[src/rtl/pll_sup_pkg.sv]
// Shared types and default timing constants for the PLL supervisor.
// Main and phase-step state encodings live here.
package pll_sup_pkg;

    localparam int DEF_RST_CYCLES    = 16;
    localparam int DEF_LOCK_TIMEOUT  = 65535;
    localparam int DEF_STABLE_CYCLES = 1023;
    localparam int DEF_STEP_PULSE    = 4;
    localparam int DEF_SETTLE        = 4;

    typedef enum logic [1:0] {
        RESET_PLL,
        WAIT_LOCK,
        STABLE,
        RUN
    } main_state_t;

    typedef enum logic [2:0] {
        P_IDLE,
        P_SETUP,
        P_STEP,
        P_SETTLE,
        P_DONE
    } phase_state_t;

endpackage

[src/rtl/sync_2ff.sv]
// Two-flop synchroniser for the asynchronous PLL lock indication.
// Both flops clear on the synchronous reset.
module sync_2ff (
    input  logic clk,
    input  logic rst,
    input  logic d,
    output logic q
);

    logic meta;

    always_ff @(posedge clk) begin
        if (rst) begin
            meta <= 1'b0;
            q    <= 1'b0;
        end else begin
            meta <= d;
            q    <= meta;
        end
    end

endmodule

[src/rtl/pll_supervisor.sv]
// PLL bring-up supervisor: reset/lock/stability sequencing with retry
// counting, plus a dynamic phase-step sequencer active only in RUN.
module pll_supervisor
    import pll_sup_pkg::*;
#(
    parameter int RST_CYCLES    = DEF_RST_CYCLES,
    parameter int LOCK_TIMEOUT  = DEF_LOCK_TIMEOUT,
    parameter int STABLE_CYCLES = DEF_STABLE_CYCLES,
    parameter int STEP_PULSE    = DEF_STEP_PULSE,
    parameter int SETTLE        = DEF_SETTLE
) (
    input  logic       clk,
    input  logic       rst,
    input  logic       pll_locked,
    output logic       pll_rst,
    output logic       sys_reset,
    output logic       ready,
    output logic [7:0] retry_count,
    input  logic       phase_req,
    input  logic [1:0] phase_sel,
    input  logic       phase_dir,
    output logic       phase_ack,
    output logic [1:0] pll_phasesel,
    output logic       pll_phasedir,
    output logic       pll_phasestep,
    output logic       pll_phaseloadreg
);

    localparam logic [31:0] RST_LAST = 32'(RST_CYCLES - 1);
    localparam logic [31:0] TO_LAST  = 32'(LOCK_TIMEOUT - 1);
    localparam logic [31:0] ST_LAST  = 32'(STABLE_CYCLES - 1);
    localparam logic [15:0] SP_LAST  = 16'(STEP_PULSE - 1);
    localparam logic [15:0] SE_LAST  = 16'(SETTLE - 1);

    logic         lock_s;
    main_state_t  state, state_n;
    logic [31:0]  cnt, cnt_n;
    logic         retry_inc;
    phase_state_t pstate, pstate_n;
    logic [15:0]  pcnt, pcnt_n;
    logic         latch;
    logic         armed;
    logic         run_n;
    logic         start;

    assign pll_phaseloadreg = 1'b1;

    sync_2ff u_sync (
        .clk (clk),
        .rst (rst),
        .d   (pll_locked),
        .q   (lock_s)
    );

    always_comb begin
        state_n   = state;
        cnt_n     = cnt;
        retry_inc = 1'b0;
        unique case (state)
            RESET_PLL: begin
                if (cnt == RST_LAST) begin
                    state_n = WAIT_LOCK;
                    cnt_n   = '0;
                end else begin
                    cnt_n = cnt + 32'd1;
                end
            end
            WAIT_LOCK: begin
                if (lock_s) begin
                    state_n = STABLE;
                    cnt_n   = '0;
                end else if (cnt == TO_LAST) begin
                    state_n   = RESET_PLL;
                    cnt_n     = '0;
                    retry_inc = 1'b1;
                end else begin
                    cnt_n = cnt + 32'd1;
                end
            end
            STABLE: begin
                if (!lock_s) begin
                    state_n = WAIT_LOCK;
                    cnt_n   = '0;
                end else if (cnt == ST_LAST) begin
                    state_n = RUN;
                    cnt_n   = '0;
                end else begin
                    cnt_n = cnt + 32'd1;
                end
            end
            RUN: begin
                if (!lock_s) begin
                    state_n   = RESET_PLL;
                    cnt_n     = '0;
                    retry_inc = 1'b1;
                end
            end
            default: begin
                state_n = RESET_PLL;
                cnt_n   = '0;
            end
        endcase
    end

    // Outputs are registered from the next state so they track state exactly.
    always_ff @(posedge clk) begin
        if (rst) begin
            state       <= RESET_PLL;
            cnt         <= '0;
            retry_count <= '0;
            pll_rst     <= 1'b1;
            sys_reset   <= 1'b1;
            ready       <= 1'b0;
        end else begin
            state     <= state_n;
            cnt       <= cnt_n;
            pll_rst   <= (state_n == RESET_PLL);
            sys_reset <= (state_n != RUN);
            ready     <= (state_n == RUN);
            if (retry_inc && retry_count != 8'hFF)
                retry_count <= retry_count + 8'd1;
        end
    end

    assign run_n = (state_n == RUN);
    assign start = phase_req && armed && (state == RUN);

    always_comb begin
        pstate_n = pstate;
        pcnt_n   = pcnt;
        latch    = 1'b0;
        if (!run_n) begin
            pstate_n = P_IDLE;
            pcnt_n   = '0;
        end else begin
            unique case (pstate)
                P_IDLE: begin
                    if (start) begin
                        pstate_n = P_SETUP;
                        latch    = 1'b1;
                    end
                end
                P_SETUP: begin
                    pstate_n = P_STEP;
                    pcnt_n   = '0;
                end
                P_STEP: begin
                    if (pcnt == SP_LAST) begin
                        pstate_n = P_SETTLE;
                        pcnt_n   = '0;
                    end else begin
                        pcnt_n = pcnt + 16'd1;
                    end
                end
                P_SETTLE: begin
                    if (pcnt == SE_LAST) begin
                        pstate_n = P_DONE;
                        pcnt_n   = '0;
                    end else begin
                        pcnt_n = pcnt + 16'd1;
                    end
                end
                P_DONE:  pstate_n = P_IDLE;
                default: pstate_n = P_IDLE;
            endcase
        end
    end

    always_ff @(posedge clk) begin
        if (rst) begin
            pstate        <= P_IDLE;
            pcnt          <= '0;
            armed         <= 1'b1;
            phase_ack     <= 1'b0;
            pll_phasestep <= 1'b1;
            pll_phasesel  <= '0;
            pll_phasedir  <= 1'b0;
        end else begin
            pstate        <= pstate_n;
            pcnt          <= pcnt_n;
            pll_phasestep <= (pstate_n != P_STEP);
            phase_ack     <= (pstate_n == P_DONE);
            if (latch) begin
                pll_phasesel <= phase_sel;
                pll_phasedir <= phase_dir;
            end
            // A request must drop before another step can be armed.
            if (pstate == P_DONE)
                armed <= 1'b0;
            else if (!phase_req)
                armed <= 1'b1;
        end
    end

endmodule
[config.mk]
export PLATFORM = sky130hd
export DESIGN_NAME = pll_supervisor
export DESIGN_NICKNAME = d
export VERILOG_FILES = /design/src/rtl/pll_sup_pkg.sv /design/src/rtl/sync_2ff.sv /design/src/rtl/pll_supervisor.sv
export SDC_FILE = /design/constraint.sdc
export NUM_CORES = 1
export LEC_CHECK = 0
export ABC_CLOCK_PERIOD_IN_PS = 2800
export BUFFER_PORTS_ARGS = -buffer_cell sky130_fd_sc_hd__buf_2
export CORE_MARGIN = 3
export CORE_UTILIZATION = 30
export DETAILED_ROUTE_END_ITERATION = 16
export PLACE_DENSITY_LB_ADDON = 0.12
export SLEW_MARGIN = 5
export SYNTH_ARGS = -nofsm -noshare
export SYNTH_HDL_FRONTEND = slang
export SYNTH_SLANG_ARGS = --single-unit
[constraint.sdc]
create_clock -name clk -period 2.8 [get_ports clk]
set_clock_uncertainty 0.2 [all_clocks]
set_input_delay 0 -clock clk [delete_from_list [all_inputs] [get_ports clk]]
set_output_delay 0 -clock clk [all_outputs]
set_load 0.01 [all_outputs]
==> results.toml, run 1 <==
[status]
outcome = "completed"

[synthesis]
yosys.area.top_type = "dfxtp_1"
synth_cells = 422
syn-num-nets = 433
syn_area_mm2 = 0.00368
synth_top_area_frac = 0.392
ys_async_sr_fraction = 0
ys_types = 64
syn_area_per_cell_um2 = 8.72
synth-seq-cells = 72
synth_area_leaders = "dfxtp_1, xnor2_1, nor2_1, nor2_2, nor4_1"
yosysWarnings = 0
yosysSeqAreaShare = 0.392
synth_flop_cell = "dfxtp_1"
synth_edf_count = 0

[global_routing]
antenna_found_initial = 0
grt-ovfl-total = 0
first_global_vias = 2865
grt_pass1_wl_um = 13600
grt_usage = 0.125
grt_max_degree = 29

[layout]
antenna_cells = 0
layout-drive-gt1-share = 0.188
final_cell_mix = "dfxtp_1, nor2_1, nand2_1"
fin_cells = 595
mostFrequentLayoutCell = "dfxtp_1"
fin_nets = 458
syn_to_final_growth_pct = 17.5

[placement]
io_buffers = 22
place_inst = 569
hpwl_um = 5350
gp_congestion = 0.770

[floorplanning]
start_util = 0.314
coreArea_mm2 = 0.0117
die_x_um = 117
ioPinCount = 24
die_height_um = 117
core.rowCount = 39
die_area_mm2 = 0.0136

[route]
ant_nets = 0
drc = 0
viasPerCell = 5.06
dr.pass1.iters = 4
drt_iter0_drc = 163
wirelength_um = 8130
vias = 3013
wl_per_cell_um = 13.7

[power]
p_leak_nw = 1.41
power_switching_mw = 0.467
sw_frac_of_total = 0.193
p_per_area_mw_per_mm2 = 558
peakVddDrop_uv = 233
p_clk_frac = 0.552
seq_power_share = 0.429
cell_internal_pwr_mw = 1.95
power.share.combinational = 0.019

[timing]
grt_setup_unrepaired = "false"
maxSlewHeadroom = 0.466
fmax_ghz = 0.399
fin_crit_ns = 2.51
finalSetupViolCount = 0
tightest_slew_ns = 0.797
report.final.slew_viol_count = 0
tns_ns = 0
fin_crit_sh = 0.895
hold_violations = 0

[worst_setup_path]
cp_slowest_cell = "or4_4"
critPathArrivalTime_ns = 2.56
crit_chain = "or4_4, nor4_2, a21oi_1, or3_1, buf_4, a311oi_1"
crit_path_end_kind = "flop"
r2r_end = "pcnt[3]"
worstSetupStartpointType = "flop"
crit_start = "cnt[11]"
path_max_fanout = 10
criticalPathCategory = "flop to flop"
r2r_slack_ns = 0.29
reg2reg_depth = 6
required_ns = 2.85
slowest_delay_ns = 0.58
r2r-start = "cnt[11]"

[clock_tree]
cts-root-buf = "clkbuf_16"
clock_sinks = 72
cts_tree = "built"
cts_buffers = 9
insertion_delay_ns = 0.34
ctsResizeCount = 0
clkTransAtPathRegs_ns = 0.06
h-tree-depth = 3
ctsLongestPathBuffers = 2

[flow_run]
maxCapViolCount = 0

[worst_hold_path]
worstHoldPathType = "flop to flop"
hold-path-cell-count = 1
worst_hold_startpoint = "u_sync.meta"
hold_path_end = "u_sync.q"
-- synth_stat cells (3+ instances only) --
| cell | instances |
|---|---|
| clkbuf_1 | 15 |
| o31ai_1 | 5 |
| nand3_1 | 20 |
| a41oi_1 | 3 |
| o21ai_0 | 13 |
| a311oi_1 | 5 |
| a31oi_1 | 4 |
| a31o_2 | 3 |
| or2_2 | 3 |
| a21oi_1 | 22 |
| nor2_2 | 20 |
| nand4b_1 | 3 |
| dfxtp_1 | 72 |
| nor2_1 | 38 |
| or3_1 | 3 |
| xor2_1 | 3 |
| nor4_1 | 19 |
| and3_1 | 9 |
| nand2_1 | 30 |
| ha_1 | 4 |
| nor2b_1 | 5 |
| or4_1 | 6 |
| and4_1 | 7 |
| nand4_1 | 7 |
| inv_1 | 11 |
| buf_6 | 3 |
| mux2i_1 | 3 |
| nand2b_1 | 3 |
| nor3_1 | 14 |
| xnor2_1 | 27 |
-- per-layer routing --
layer,track usage,share of wire
met1,0.162,0.51
met2,0.193,0.44
met3,0.0415,0.033
met4,0.0497,0.014
met5,0,0
-- power by group through the flow --
stage               logic (mW)  clock network [mW]  registers, mW
finish                  0.0464                1.33           1.04
global route            0.0519                1.42           1.04
CTS                     0.0473                1.38           1.04
detailed placement      0.0395                   0           1.06
global placement        0.0399                   0           1.06
floorplan               0.0293                   0           1.06
-- how the worst max path moves through the flow --
stage,to
floorplan,cnt[13]
global placement,cnt[19]
detailed placement,pcnt[3]
CTS,cnt[21]
global route,pcnt[11]
finish,pcnt[3]
-- cell families (layout without fill, tap and decap cells) --
group,Yosys count,after routing,synth area share
adder cells (fa/ha/maj),4,4,0.0136
AND/OR/NAND/NOR,204,204,0.319
XOR/XNOR,30,30,0.0714
multiplexers,6,6,0.0173
flip-flops,72,72,0.392
AO/OA/AOI/OAI,68,68,0.129
buffers and inverters,37,67,0.0561
other,1,1,0.00102
-- area by class of cell --
class | count | area [um2]
inverter | 11 | 41.3
clock inverter | 5 | 104
sequential | 72 | 1440
timing repair buffer | 40 | 283
multi-input combinational | 313 | 2030
fill | 1233 | 7390
clock buffer | 11 | 243
tap | 143 | 179
-- flip-flops by register name, indices dropped and copies added, names as in the netlist, 2 cells and up --
name / cells
pll_phasesel: 2
state: 2
cnt: 32
retry_count: 8
pcnt: 16
pstate: 3
-- critical path: cells and delay by family, from the launching register on --
family / cells / cell delay, ns
AOI/OAI and AO/OA: 2 / 0.30
buffers and inverters: 1 / 0.23
and+or+nand+nor: 3 / 1.35
DFF: 1 / 0.34
-- through the flow --
stage	setup WS (ns)	hold slack [ns]	util	power (mW)	area, um2
finish	0.294	0.235	0.369	2.41	4320
floorplan	0.345	-0.0718	-	1.09	3680
detailed placement	0.261	0.0295	0.331	1.10	3870
CTS	0.254	0.240	0.369	2.46	4320
global route	0.0797	0.254	0.369	2.51	4320
global placement	0.290	0.0177	0.331	1.10	3870
-- what timing repair did --
item,4_1_cts,5_1_grt
endpoints found under the hold margin,19,0
setup buffers,0,0
hold buffers,10,0
Power figures use the tool's default switching activity.
==> run 2, diff against run 1 <==
--- a/config.mk
+++ b/config.mk
@@ -8,8 +8,9 @@
 export ABC_CLOCK_PERIOD_IN_PS = 2800
 export BUFFER_PORTS_ARGS = -buffer_cell sky130_fd_sc_hd__buf_2
 export CORE_MARGIN = 3
-export CORE_UTILIZATION = 30
+export CORE_UTILIZATION = 48
 export DETAILED_ROUTE_END_ITERATION = 16
+export GPL_TIMING_DRIVEN = 0
 export PLACE_DENSITY_LB_ADDON = 0.12
 export SLEW_MARGIN = 5
 export SYNTH_ARGS = -nofsm -noshare
==> results.toml, run 2 (synthesis results as in run 1) <==
[route]
dr.pass1.iters = 4
wirelength_um = 7870
wl_per_cell_um = 13.8
ant_nets = 0
drt_iter0_drc = 131
drc = 0
vias = 3164
viasPerCell = 5.54

[timing]
hold_violations = 0
tightest_slew_ns = 0.895
finalSetupViolCount = 0
grt_setup_unrepaired = "false"
fmax_ghz = 0.380
fin_crit_ns = 2.63
whs_ns = 0.235
report.final.slew_viol_count = 0
maxSlewHeadroom = 0.399
fin_crit_sh = 0.940

[clock_tree]
clock_sinks = 72
cts_buffers = 9
cts_tree = "built"
ctsLongestPathBuffers = 2
insertion_delay_ns = 0.34
h-tree-depth = 3
clkTransAtPathRegs_ns = 0.08
cts-root-buf = "clkbuf_8"

[worst_setup_path]
r2r-start = "cnt[1]"
critPathArrivalTime_ns = 2.67
path_max_fanout = 10
worstSetupStartpointType = "flop"
required_ns = 2.83
criticalPathCategory = "flop to flop"
reg2reg_depth = 8
r2r_slack_ns = 0.17
crit_path_end_kind = "flop"
r2r_end = "cnt[14]"

[global_routing]
grt_pass1_wl_um = 13100
grt_usage = 0.186
first_global_vias = 2859
antenna_found_initial = 0
grt-ovfl-total = 0
grt_max_degree = 12

[floorplanning]
core.rowCount = 31
start_util = 0.502
die_area_mm2 = 0.00875
coreArea_mm2 = 0.00733
die_height_um = 93.5
ioPinCount = 24
die_x_um = 93.5

[layout]
regMostFlops = "cnt"
final_cell_mix = "dfxtp_1, nor2_1, nand2_1"
multi_input_area_mm2 = 0.00204
fill_cells = 667
mostFrequentLayoutCell = "dfxtp_1"
syn_to_final_growth_pct = 14.6
final_area_mm2 = 0.00422
layout-drive-gt1-share = 0.189
fin_nets = 479
antenna_cells = 0
largest_reg_flops = 32
ff_latch_area_mm2 = 0.00144
largestRegisters = "cnt: 32 flops, pcnt: 16 flops, retry_count: 8 flops"

[worst_hold_path]
hold-path-cell-count = 1
worst_hold_startpoint = "u_sync.meta"
worstHoldPathType = "flop to flop"
hold_path_end = "u_sync.q"

[placement]
gp_congestion = 0.794
io_buffers = 22
dpl-instance-area_mm2 = 0.00391
hpwl_um = 5280

[power]
finalPower_mw = 1.82
p_per_area_mw_per_mm2 = 432
p_leak_nw = 1.38
peakVddDrop_uv = 205

[status]
outcome = "completed"

[flow_run]
maxCapViolCount = 0
[run 2: cell count changes in the layout (fill, tap and decap cells not counted), moves of 2 or more]
cell	previous run	this run
buf_1	0	2
buf_2	22	24
buf_6	0	3
bufinv_16	3	0
clkbuf_16	9	0
clkbuf_1	1	15
clkbuf_8	1	11
buf_4	7	4
[run 2: layer usage]
layer | wire [um] | part of all wire | track usage | vias to the layer above
met2 | 3660 | 0.47 | 0.297 | 46
met1 | 3850 | 0.49 | 0.249 | 1496
li1 | - | - | - | 1612
met4 | 110 | 0.014 | 0.0818 | 0
met3 | 237 | 0.030 | 0.0290 | 10
met5 | 0 | 0 | 0 | -
[run 2: worst max path at each step]
stage                     startpoint        to  slack (ns)  cells after the start
after floorplan               cnt[1]   cnt[13]        0.35                      7
after global placement        cnt[0]    cnt[6]       -0.03                      7
after detailed placement      cnt[1]   cnt[28]       -0.06                      7
after CTS                    pcnt[0]   pcnt[4]        0.12                      8
after global routing         pcnt[0]  pcnt[14]        0.06                      8
final                         cnt[1]   cnt[14]        0.17                      8
[run 2: what timing repair did]
action | 4_1_cts | 5_1_grt
hold buffers | 10 | 0
setup endpoints to repair | 22 | 8
hold endpoints to repair | 14 | 0
setup buffers | 3 | 0
pin swaps | 1 | 0
gates resized for setup | 1 | 1
[run 2: report_power, final]
group          switching [mW]  internal, mW
registers             0.00589          1.03
clock network           0.372         0.363
logic                  0.0271        0.0257
[run 2: final cells by class]
| cell class | count | area share |
|---|---|---|
| multi-input combinational | 313 | 0.483 |
| sequential | 72 | 0.342 |
| timing repair buffer | 35 | 0.0552 |
| buffer | 26 | 0.0395 |
| clock buffer | 12 | 0.0368 |
| tap | 99 | 0.0294 |
| inverter | 11 | 0.00980 |
| clock inverter | 3 | 0.00416 |
[run 2: per-stage QoR]
step / cells / setup slack [ns] / TNS [ns] / util
final: 571 / 0.169 / 0 / 0.575
after global routing: 571 / 0.0570 / 0 / 0.575
after CTS: 571 / 0.116 / 0 / 0.574
after detailed placement: 543 / -0.0606 / -1.04 / 0.534
after global placement: 543 / -0.0307 / -0.538 / 0.534
after floorplan: 422 / 0.345 / 0 / -
[run 2: worst max-delay path, cell delays in order (launching register included)]
cell	delay [ns]
dfxtp_1	0.39
ha_1	0.21
or4b_1	0.51
nor4_4	0.28
a21boi_2	0.15
o41ai_4	0.34
buf_4	0.20
buf_6	0.17
nor2_2	0.05
==> run 3, diff against run 2 <==
--- a/config.mk
+++ b/config.mk
@@ -9,9 +9,11 @@
 export BUFFER_PORTS_ARGS = -buffer_cell sky130_fd_sc_hd__buf_2
 export CORE_MARGIN = 3
 export CORE_UTILIZATION = 48
+export CTS_BUF_LIST = sky130_fd_sc_hd__clkbuf_2
 export DETAILED_ROUTE_END_ITERATION = 16
 export GPL_TIMING_DRIVEN = 0
 export PLACE_DENSITY_LB_ADDON = 0.12
+export SKIP_LAST_GASP = 1
 export SLEW_MARGIN = 5
 export SYNTH_ARGS = -nofsm -noshare
 export SYNTH_HDL_FRONTEND = slang
==> results.toml, run 3 (synthesis results as in run 1) <==
[status]
outcome = "completed"

[floorplanning]
core.rowCount = 31
start_util = 0.502
ioPinCount = 24
die_area_mm2 = 0.00875
coreArea_mm2 = 0.00733
die_height_um = 93.5
die_x_um = 93.5

[route]
drc = 0
wirelength_um = 7830
ant_nets = 0
drt_iter0_drc = 131
vias = 3155
viasPerCell = 5.53
dr.pass1.iters = 4
wl_per_cell_um = 13.7

[worst_setup_path]
slowest_delay_ns = 0.51
critPathTopFamily = "simple AND/OR/NAND/NOR gates"
r2r_end = "cnt[28]"
r2r_slack_ns = 0.15
critPathArrivalTime_ns = 2.84
path_buf_inv = 2
required_ns = 2.99
reg2reg_depth = 8
r2r-start = "cnt[1]"
worstSetupStartpointType = "flop"
path_max_fanout = 10
criticalPathCategory = "flop to flop"
cp_slowest_cell = "or4b_1"
crit_path_end_kind = "flop"
crit_chain = "ha_1, or4b_1, nor4_4, a21boi_2, o41ai_4, buf_4, buf_6, nor2_2"

[power]
peakVddDrop_uv = 185
p_per_area_mw_per_mm2 = 376
p_leak_nw = 1.34

[global_routing]
grt_use_met3 = 0.0410
grt-ovfl-total = 0
grt_max_degree = 12
first_global_vias = 2847
use_met2 = 0.300
use_met1 = 0.244
gr-max-usage-layer = "met2"
antenna_found_initial = 0
grt_usage = 0.185
grt_pass1_wl_um = 13000

[layout]
largestRegisters = "cnt: 32 flops, pcnt: 16 flops, retry_count: 8 flops"
layout-drive-gt1-share = 0.186
fin_nets = 479
largest_reg_flops = 32
syn_to_final_growth_pct = 11.9
regMostFlops = "cnt"
mostFrequentLayoutCell = "dfxtp_1"
fin_util = 0.562
final_cell_mix = "dfxtp_1, nor2_1, nand2_1"
antenna_cells = 0

[worst_hold_path]
worstHoldPathType = "input port to flop"
worst_hold_startpoint = "phase_req"
hold_path_end = "pstate[0]"
hold-path-cell-count = 4

[timing]
finalSetupViolCount = 0
grt_setup_unrepaired = "false"
fin_crit_sh = 0.946
tightest_slew_ns = 0.878
hold_violations = 0
fin_crit_ns = 2.65
fmax_ghz = 0.378
whs_ns = 0.157
maxSlewHeadroom = 0.410
report.final.slew_viol_count = 0

[clock_tree]
clock_sinks = 72
clkTransAtPathRegs_ns = 0.20
insertion_delay_ns = 0.50
cts-root-buf = "clkbuf_2"
h-tree-depth = 3
ctsLongestPathBuffers = 2
cts_buffers = 9
cts_tree = "built"

[placement]
hpwl_um = 5280
io_buffers = 22
gp_congestion = 0.794

[flow_run]
maxCapViolCount = 0
-- run 3: tightest hold or removal path, cell delays in order --
cell	delay, ns
dlygate4sd3_1	0.53
buf_2	0.13
nand3_1	0.08
a21oi_1	0.06
-- run 3: report_power, final --
group,switching (mW),leakage (nW),total [mW],internal (mW)
registers,0.00597,0.581,1.04,1.03
logic,0.0268,0.711,0.0525,0.0257
clock network,0.352,0.0526,0.459,0.107
total,0.385,1.34,1.55,1.16
-- run 3: timing repair --
action,in CTS,in global routing
setup buffers,3,0
endpoints found under the setup margin,22,8
gates resized for setup,1,1
hold buffers,10,0
pin swaps,1,0
hold endpoints to repair,47,0
-- run 3: worst max path at each step --
stage / start / to / cells past startpoint
finish: cnt[1] / cnt[28] / 8
global route: cnt[1] / cnt[31] / 8
CTS: pcnt[0] / pcnt[4] / 8
detailed placement: cnt[1] / cnt[28] / 7
global placement: cnt[0] / cnt[6] / 7
floorplan: cnt[1] / cnt[13] / 7
-- run 3: per-stage QoR --
step | total power, mW | instances | setup TNS, ns | instance area [um2] | worst slack, ns
6_report | 1.55 | 571 | 0 | 4120 | 0.152
4_1_cts | 1.58 | 571 | 0 | 4110 | 0.105
5_1_grt | 1.62 | 571 | 0 | 4120 | 0.0415
2_1_floorplan | 1.09 | 422 | 0 | 3680 | 0.345
3_3_place_gp | 1.10 | 543 | -0.538 | 3910 | -0.0307
3_5_place_dp | 1.10 | 543 | -1.04 | 3910 | -0.0606
-- run 3: final cells by class --
cell class,count,area [um2]
well taps,99,124
plain buffers,26,166
repair buffers,35,233
inverters,11,41.3
clock inverters,5,25.0
clock buffers,10,50.0
multi-input cells,313,2040
fillers,689,3210
flip-flops and latches,72,1440
-- run 3: routing by layer --
metal | part of all wire | vias up
met2 | 0.47 | 63
li1 | - | 1618
met5 | 0 | -
met3 | 0.034 | 4
met1 | 0.49 | 1470
met4 | 0.0078 | 0
